==> config.mk <==
export PLATFORM = sky130hd
export DESIGN_NAME = serial_subtractor
export DESIGN_NICKNAME = d
export VERILOG_FILES = /design/src/rtl/serial_subtractor.sv
export SDC_FILE = /design/constraint.sdc
export NUM_CORES = 1
export LEC_CHECK = 0
export CORE_MARGIN = 4
export CORE_UTILIZATION = 53
export DETAILED_ROUTE_END_ITERATION = 8
export GPL_ROUTABILITY_DRIVEN = 1
export GPL_TIMING_DRIVEN = 1
export MAX_ROUTING_LAYER = met4
export PLACE_DENSITY = 0.9
export SYNTH_ARGS = -nofsm -noshare
export SYNTH_HDL_FRONTEND = slang
export SYNTH_SLANG_ARGS = --single-unit
export TNS_END_PERCENT = 5
==> constraint.sdc <==
create_clock -name clk -period 2.97 [get_ports clk]
set_input_delay 0.594 -clock clk [delete_from_list [all_inputs] [get_ports clk]]
set_output_delay 0.594 -clock clk [all_outputs]
set_load 0.02 [all_outputs]
==> src/rtl/serial_subtractor.sv <==
`default_nettype none
// ============================================================================
// Module      : serial_subtractor
// Description : Bit-serial two's-complement subtractor, diff = a - b - bin,
//               one bit per clock, LSB first, with start/busy/done handshake.
// Revision    : 1.0 - initial release
// ============================================================================
module serial_subtractor #(
    parameter int WIDTH = 4
) (
    input  logic             clk,
    input  logic             rst,
    input  logic             start_i,
    input  logic [WIDTH-1:0] a_i,
    input  logic [WIDTH-1:0] b_i,
    input  logic             bin_i,
    output logic             busy_o,
    output logic             done_o,
    output logic [WIDTH-1:0] diff_o,
    output logic             bout_o,
    output logic             ovf_o
);

    localparam int                CW     = $clog2(WIDTH) + 1;
    localparam logic [CW-1:0]     C_LAST = CW'(WIDTH - 1);

    typedef enum logic [1:0] {
        IDLE  = 2'd0,
        SHIFT = 2'd1,
        DONE  = 2'd2
    } state_t;

    state_t             state_q;
    logic [WIDTH-1:0]   a_sh_q;
    logic [WIDTH-1:0]   b_sh_q;
    logic [WIDTH-1:0]   res_q;
    logic               brw_q;
    logic [CW-1:0]      cnt_q;
    logic [WIDTH-1:0]   diff_q;
    logic               bout_q;
    logic               ovf_q;
    logic               done_q;

    logic               w_d;
    logic               w_brw_d;
    logic [WIDTH-1:0]   w_res_d;

    // Single full-subtractor cell operating on the current LSBs.
    always_comb begin
        w_d     = a_sh_q[0] ^ b_sh_q[0] ^ brw_q;
        w_brw_d = (~a_sh_q[0] & b_sh_q[0]) | (~(a_sh_q[0] ^ b_sh_q[0]) & brw_q);
        w_res_d = {w_d, res_q[WIDTH-1:1]};
    end

    always_ff @(posedge clk) begin
        if (rst) begin
            state_q <= IDLE;
            a_sh_q  <= '0;
            b_sh_q  <= '0;
            res_q   <= '0;
            brw_q   <= 1'b0;
            cnt_q   <= '0;
            diff_q  <= '0;
            bout_q  <= 1'b0;
            ovf_q   <= 1'b0;
            done_q  <= 1'b0;
        end else begin
            case (state_q)
                IDLE: begin
                    done_q <= 1'b0;
                    if (start_i) begin
                        a_sh_q  <= a_i;
                        b_sh_q  <= b_i;
                        brw_q   <= bin_i;
                        res_q   <= '0;
                        cnt_q   <= '0;
                        state_q <= SHIFT;
                    end
                end
                SHIFT: begin
                    a_sh_q <= a_sh_q >> 1;
                    b_sh_q <= b_sh_q >> 1;
                    res_q  <= w_res_d;
                    brw_q  <= w_brw_d;
                    cnt_q  <= cnt_q + 1'b1;
                    if (cnt_q == C_LAST) begin
                        // brw_q here is the borrow entering the MSB.
                        diff_q  <= w_res_d;
                        bout_q  <= w_brw_d;
                        ovf_q   <= w_brw_d ^ brw_q;
                        done_q  <= 1'b1;
                        state_q <= DONE;
                    end
                end
                DONE: begin
                    done_q  <= 1'b0;
                    state_q <= IDLE;
                end
                default: begin
                    done_q  <= 1'b0;
                    state_q <= IDLE;
                end
            endcase
        end
    end

    assign busy_o = (state_q != IDLE);
    assign done_o = done_q;
    assign diff_o = diff_q;
    assign bout_o = bout_q;
    assign ovf_o  = ovf_q;

endmodule
`default_nettype wire

After elaboration in Yosys (flattened, before gate mapping)
Index checks and enable logic that the tools add are counted.

operators by class
  bitwise gates (word level) = 9
  mux-type cells = 13
  equality and inequality tests = 4
  add/subtract/negate cells = 1
  reduce and logical (&&, ||, !) cells = 7

operator list
  operator                                                          count
  4-bit one-hot mux with 2 select lines                             3
  4-bit two-way mux                                                 3
  3-bit one-hot mux with 2 select lines                             1
  2-bit AND reduction                                               3
  2-bit two-way mux                                                 2
  2-bit inequality test (second input constant)                     2
  2-bit one-hot mux with 2 select lines                             1
  2-bit nonzero test                                                2
  3-bit by 1-bit adder with 3-bit output (second input constant)    1
  3-bit by 2-bit == test with 1-bit output (second input constant)  1
  3-bit two-way mux                                                 1
  1-bit NOT                                                         3
  1-bit bitwise XOR                                                 3
  1-bit AND                                                         2
  2-bit by 1-bit == test with 1-bit output (second input constant)  1
  2-bit zero test                                                   1
  1-bit one-hot mux with 2 select lines                             1
  2-bit OR reduction                                                1
  1-bit two-way mux                                                 1
  1-bit bitwise OR                                                  1

word-level totals
  register bits after elaboration = 25
  input bits = 12

Depth between registers and ports, before layout
Gate-level depths: netlist of the first run.

  depth in word-level cells = 5
  gate-level depth with buffers = 6
  gate-level depth less buffers = 5

Worst setup path after synthesis of the first run
OpenSTA, ideal clock, no wires.

  kind = reg2out
  from = register state_q[1]
  to = output busy_o
  slack = 1.699 ns
  arrival = 0.677 ns
  stages on the path, launching flop included = 4
  path buffers = 1
  cell sequence = dfxtp_1 -> buf_2 -> nor2_1 -> inv_1

on the way
  longest elaborated chain between the ends = 1

ends and longest elaborated chain
  element                 line  text
  from (decl)             33    state_t state_q;
  from (signal assigned)  57    state_q <= IDLE;
  from (signal assigned)  77    state_q <= SHIFT;
  from (signal assigned)  92    state_q <= DONE;
  2-bit nonzero test      107   assign busy_o = (state_q != IDLE);
  to (decl)               17    output logic busy_o,

No other way between the ends.

Final worst setup path of the first run
Ends and elaborated chain as after synthesis.

==> results by group, run 1 <==
Routing
  • Number of DRC markers after the initial detailed-route iteration: 14
  • Routed vias: 832
  • Via-per-instance ratio: 5.47
  • Routed len/inst: 13.5 um
  • Drt first pass iters: 4
  • Remaining antenna violation count after routing: 0
  • Total routed wirelength: 2050 um
  • Number of design rule violations left after detail routing: 0

CTS
  • Maximum level of the CTS H-tree: 1
  • CTS clock-pin slew for the worst setup and hold paths: 110 ps
  • Number of clock sinks seen by CTS: 24
  • Worst-Skew Late Latency: 320 ps
  • Number of gates given a new drive strength after cts: 0
  • Setup Buffers After CTS: 0
  • Num CTS Buffers: 3
  • Max Buffers Root-to-Sink: 2
  • TritonCTS clock tree: done
  • Root buffer selected by CTS: clkbuf_4
  • Number of hold buffers added after CTS: 0

Placed design
  • GP Congestion: 0.773
  • DP Wirelength: 1520 um
  • Number of buffers inserted by port buffering: 19
  • Placed standard-cell area: 1200 um^2
  • Placed cells: 148

Global routing
  • All-layer global routing usage: 17.5%
  • Wire length of the first global-routing pass: 3340 um
  • Antenna violations before repair: 0
  • Vias in the first global route: 786
  • GRT Residual Overflow: 0
  • Maximum number of pins on one net before global-route repair: 25

Synth
  • Post-Syn Nets: 126
  • Distinct cell type count of the synthesized netlist: 26
  • EDFF count, synth: 0
  • YS warnings: 0
  • Mean Syn Cell Area: 9.23 um^2
  • Sequential area share after synthesis: 46.9%
  • Cell count after synthesis: 111
  • Synthesized area: 1020 um^2
  • Prevailing post-synth register cell: dfxtp_1
  • Async set-reset flop share out of synthesis: 0%
  • Synthesis-stage register bit count: 24

Worst setup path
  • Worst Setup Path Type: reg -> out
  • Worst Path Required: 2380 ps
  • Crit-path max FO: 10
  • CP Capture Type: output port
  • Critical Path Start Type: register
  • Arrival time of data at the critical path endpoint: 1650 ps

Floorplan
  • Overall die width: 52.0 um
  • Die Y: 52.0 um
  • Starting density of the core: 57.5%
  • Standard cell core area: 1780 um^2
  • Top-level I/O count: 20
  • Placement Rows: 15
  • Die footprint: 2700 um^2

Power
  • Post-route total power: 599 uW
  • Worst vdd rail ir drop: 0.310 mV
  • Static leakage: 0.000465 uW
  • PwrDens: 485 nW/um^2

Timing
  • Final Max Tran Viols: 0
  • Maximum operating frequency: 446 MHz
  • Share of the clock period used by the worst path: 75.5%
  • Slew at the pin closest to its max-slew limit: 817 ps
  • Worst hold-check slack: 464 ps
  • Clock period minus final worst setup slack: 2240 ps
  • Setup violators final: 0
  • Total count of hold-check failures in the final report: 0
  • Normalized max-slew margin: 45.4%
  • Setup TNS: 0 ps
  • Clock Skews: 11.0 ps
  • RSZ-0062 raised after global routing: no

Worst hold path
  • Worst min-delay path category: reg -> reg

Finish
  • Final net count: 143
  • Final Instance Area: 1230 um^2
  • Area added between synthesis and finish: 20.5%
  • Non-filler instance count after layout: 152
  • Antenna diode instance count: 0
  • Share of cells above drive strength 1: 11.0%

Outcome
  • Result of the run: complete, no violations

Flow run
  • Count of max-cap constraint violations: 0
[cells by family after synthesis]
group	Yosys count	share of synthesized area, %
compound gates	31	23.1
xor+xnor	1	0.855
fa+ha+maj	3	4.40
buf+inv	19	9.04
flops	24	46.9
mux	2	1.95
simple gates	31	13.8
[final cells by class]
cell class                 instances  area, um^2
sequential                        24         480
multi-input combinational         68         452
fill                             134         548
inverter                          12        45.0
timing repair buffer              19         190
clock buffer                       4        36.3
tap                               25        31.3
[synth_stat cells, types with 2 or more instances]
cell / n / area [um^2]
dfxtp_1: 24 / 480
buf_6: 2 / 22.5
ha_1: 2 / 25.0
clkbuf_1: 2 / 7.51
nor2_1: 16 / 60.1
a21oi_1: 12 / 60.1
nand2_1: 6 / 22.5
mux2i_1: 2 / 20.0
o221a_2: 6 / 67.6
inv_1: 12 / 45.0
buf_2: 2 / 10.0
a22oi_1: 7 / 52.6
nand3_1: 5 / 25.0
[power breakdown]
part           internal (uW)  switching [uW]  total (uW)  leakage, uW
Clock                   75.0            93.6         169    0.0000210
Sequential               336            11.8         348     0.000196
Combinational           41.6            40.5        82.1     0.000248
Total                    453             146         599     0.000465
[per-layer routing]
layer / wire length [um] / vias to the layer above / track usage (%)
met5: 0 / - / -
met4: 67 / 0 / 10.5
met3: 89 / 7 / 3.15
met2: 1090 / 26 / 29.7
met1: 802 / 384 / 18.9
li1: - / 415 / -
[worst paths after layout]
check | to | start | depth (start not counted) | slack (ps)
max | busy_o | state_q[1]$_SDFFE_PP0P_ | 3 | 730
min | diff_o[3]$_SDFFE_PP0P_ | diff_o[3]$_SDFFE_PP0P_ | 2 | 460
max reg2reg | diff_o[0]$_SDFFE_PP0P_ | cnt_q[0]$_SDFFE_PP0P_ | 5 | 1480
min reg2reg | diff_o[3]$_SDFFE_PP0P_ | diff_o[3]$_SDFFE_PP0P_ | 2 | 460
[per-stage QoR]
stage	util, %	setup slack [ps]
5_1_grt	69.3	633
2_1_floorplan	-	1700
3_3_place_gp	67.2	956
6_report	69.3	727
3_5_place_dp	67.2	930
4_1_cts	69.3	722
[cells in the final DEF, fill, tap and decap left out, drive strengths merged]
cell type,n
a21oi,13
a221oi,1
a22oi,7
a311oi,1
clkbuf,4
clkdlybuf4s50,19
dfxtp,24
fa,1
ha,2
inv,12
mux2i,2
nand2,6
nand3,5
nand3b,1
nor2,16
nor2b,1
nor3,1
nor3b,1
o21a,1
o21ai,1
o21bai,1
o221a,6
xnor2,1
[sequential cells by signal, summed over array words and instances, names as in the netlist]
name	cells
a_sh_q	4
b_sh_q	4
diff_o	4
cnt_q	3
res_q	3
state_q	2
bout_o	1
brw_q	1
done_o	1
ovf_o	1
[critical path: stages (launching register included)]
cell	delay, ps
dfxtp_1	570
nor2_1	110
inv_1	60
clkdlybuf4s50_1	600
No activity file was read; power rests on OpenSTA's default activity.
==> inputs of run 2 (changes only) <==
--- a/config.mk
+++ b/config.mk
@@ -6,12 +6,12 @@
 export NUM_CORES = 1
 export LEC_CHECK = 0
 export CORE_MARGIN = 4
-export CORE_UTILIZATION = 53
+export CORE_UTILIZATION = 44
 export DETAILED_ROUTE_END_ITERATION = 8
 export GPL_ROUTABILITY_DRIVEN = 1
 export GPL_TIMING_DRIVEN = 1
 export MAX_ROUTING_LAYER = met4
-export PLACE_DENSITY = 0.9
+export PLACE_DENSITY = 0.81
 export SYNTH_ARGS = -nofsm -noshare
 export SYNTH_HDL_FRONTEND = slang
 export SYNTH_SLANG_ARGS = --single-unit
==> constraint.sdc (replaced) <==
create_clock -name clk -period 1.9 [get_ports clk]
set_input_delay 0.38 -clock clk [delete_from_list [all_inputs] [get_ports clk]]
set_output_delay 0.38 -clock clk [all_outputs]
set_load 0.02 [all_outputs]
==> results by group, run 2 (synthesis gave the netlist of run 1 again) <==
Routing
  • Remaining antenna violation count after routing: 0 (unchanged)
  • Total routed wirelength: 1970 um (-3.9%)
  • Via-per-instance ratio: 5.21 (-4.9%)
  • Routed vias: 828 (-0.48%)
  • Routed len/inst: 12.4 um (-8.1%)
  • Drt first pass iters: 4 (unchanged)
  • Number of design rule violations left after detail routing: 0 (unchanged)
  • Number of DRC markers after the initial detailed-route iteration: 18 (+4)

Finish
  • Most common library cell in the layout ignoring fill and taps: dfxtp_1
  • Final net count: 147 (+2.8%)
  • Area added between synthesis and finish: 25.4%
  • Commonest cells after routing, fill and taps aside: dfxtp_1, clkdlybuf4s50_1, nor2_1, inv_1, a21oi_1
  • Antenna diode instance count: 0 (unchanged)
  • Fill cell total of the finished layout: 205 (+53%)
  • Share of cells above drive strength 1: 13.7% (+2.7 points)

Timing
  • Clock period minus final worst setup slack: 1750 ps
  • Total count of hold-check failures in the final report: 0 (unchanged)
  • Slew at the pin closest to its max-slew limit: 454 ps (-363 ps)
  • Final Max Tran Viols: 0 (unchanged)
  • Share of the clock period used by the worst path: 92.3%
  • Setup TNS: 0 ps (unchanged)
  • Normalized max-slew margin: 69.7% (+24 points)
  • Clock Skews: 5.54 ps (-5.43 ps)
  • Maximum operating frequency: 571 MHz
  • PnR worst setup slack: 147 ps (-580 ps)
  • RSZ-0062 raised after global routing: no
  • Setup violators final: 0 (unchanged)

Worst setup path
  • Largest stage delay on the critical path: 530 ps (-70 ps)
  • CP Capture Type: output port
  • Worst Path Required: 1520 ps (-860 ps)
  • Chain of cells forming the critical path: nor2_1 -> inv_1 -> clkdlybuf4s50_1
  • Critical Path Start Type: register
  • Arrival time of data at the critical path endpoint: 1370 ps (-280 ps)
  • Worst Setup Path Type: reg -> out
  • Crit-path slowest cell: clkdlybuf4s50_1
  • Crit-path max FO: 2 (-8)

Placed design
  • GP Congestion: 0.789 (+2.0%)
  • Number of buffers inserted by port buffering: 19 (unchanged)
  • DP Wirelength: 1470 um (-2.9%)
  • Worst slack, placed: 206 ps (-724 ps)

CTS
  • Number of hold buffers added after CTS: 0 (unchanged)
  • Root buffer selected by CTS: clkbuf_4
  • Maximum level of the CTS H-tree: 1 (unchanged)
  • Max Buffers Root-to-Sink: 2 (unchanged)
  • Num CTS Buffers: 3 (unchanged)
  • Number of clock sinks seen by CTS: 24 (unchanged)
  • CTS clock-pin slew for the worst setup and hold paths: 130 ps (+20 ps)
  • Number of gates given a new drive strength after cts: 0 (unchanged)
  • Setup Buffers After CTS: 0 (unchanged)
  • TritonCTS clock tree: done
  • Worst-Skew Late Latency: 300 ps (-20 ps)

Power
  • Post-route total power: 1040 uW (+73%)
  • Static leakage: 0.000492 uW (+5.8%)
  • Worst vdd rail ir drop: 0.489 mV (+58%)
  • PwrDens: 806 nW/um^2 (+66%)

Flow run
  • Count of max-cap constraint violations: 0 (unchanged)

Global routing
  • Wire length of the first global-routing pass: 3530 um (+5.6%)
  • Maximum number of pins on one net before global-route repair: 21 (-16%)
  • Antenna violations before repair: 0 (unchanged)
  • All-layer global routing usage: 14.1% (-3.4 points)
  • Vias in the first global route: 809 (+2.9%)
  • GRT Residual Overflow: 0 (unchanged)

Floorplan
  • Top-level I/O count: 20 (unchanged)
  • Die Y: 56.3 um (+8.3%)
  • Starting density of the core: 46.3% (-11 points)
  • Overall die width: 56.3 um (+8.3%)
  • Placement Rows: 17 (+2)
  • Die footprint: 3170 um^2 (+17%)
  • Standard cell core area: 2210 um^2 (+24%)

Outcome
  • Result of the run: complete, no violations

Worst hold path
  • Worst min-delay path category: reg -> reg
run 2: cell count changes in the layout (fill, tap and decap cells not counted):
cell / before / now
clkbuf_8: 1 / 0
bufinv_16: 0 / 1
buf_4: 0 / 4
run 2: worst paths after layout:
check	startpoint	endpoint	slack, ps	cells past startpoint
worst max-delay path	state_q[1]$_SDFFE_PP0P_	busy_o	150	3
worst min-delay path	diff_o[3]$_SDFFE_PP0P_	diff_o[3]$_SDFFE_PP0P_	460	2
worst max register to register	cnt_q[0]$_SDFFE_PP0P_	diff_o[0]$_SDFFE_PP0P_	420	5
worst min register to register	diff_o[3]$_SDFFE_PP0P_	diff_o[3]$_SDFFE_PP0P_	460	2
run 2: power breakdown:
part	switching, uW	internal, uW	total [uW]
logic	66.6	69.6	136
registers	14.7	525	540
clock network	146	213	359
total	227	808	1040
run 2: worst max-delay path: cells and delay by family, from the launching register on:
kind | cells | cell delay (ps)
buffers and inverters | 2 | 590
and+or+nand+nor | 1 | 140
DFF | 1 | 330
run 2: routing by layer:
| layer | vias to the layer above | track usage (%) | wire [um] |
|---|---|---|---|
| met4 | 0 | 4.07 | 13 |
| met2 | 11 | 24.0 | 985 |
| li1 | 424 | - | - |
| met1 | 391 | 17.3 | 903 |
| met3 | 2 | 2.07 | 70 |
| met5 | - | - | 0 |
run 2: final cells by class:
type                            instances  area [um^2]  area share (%)
Multi-Input combinational cell         68          452            35.2
Inverter                               12         45.0            3.51
Timing Repair Buffer                   23          220            17.1
Clock inverter                          1         30.0            2.34
Clock buffer                            3         22.5            1.75
Tap cell                               28         35.0            2.73
Sequential cell                        24          480            37.4
run 2: metrics by stage:
stage	util [%]	area (um^2)	hold slack (ps)	instances
global placement	55.7	1230	443	155
global route	58.1	1280	488	159
floorplan	-	1020	443	111
CTS	58.1	1280	468	159
finish	58.1	1280	464	159
detailed placement	55.7	1230	448	155
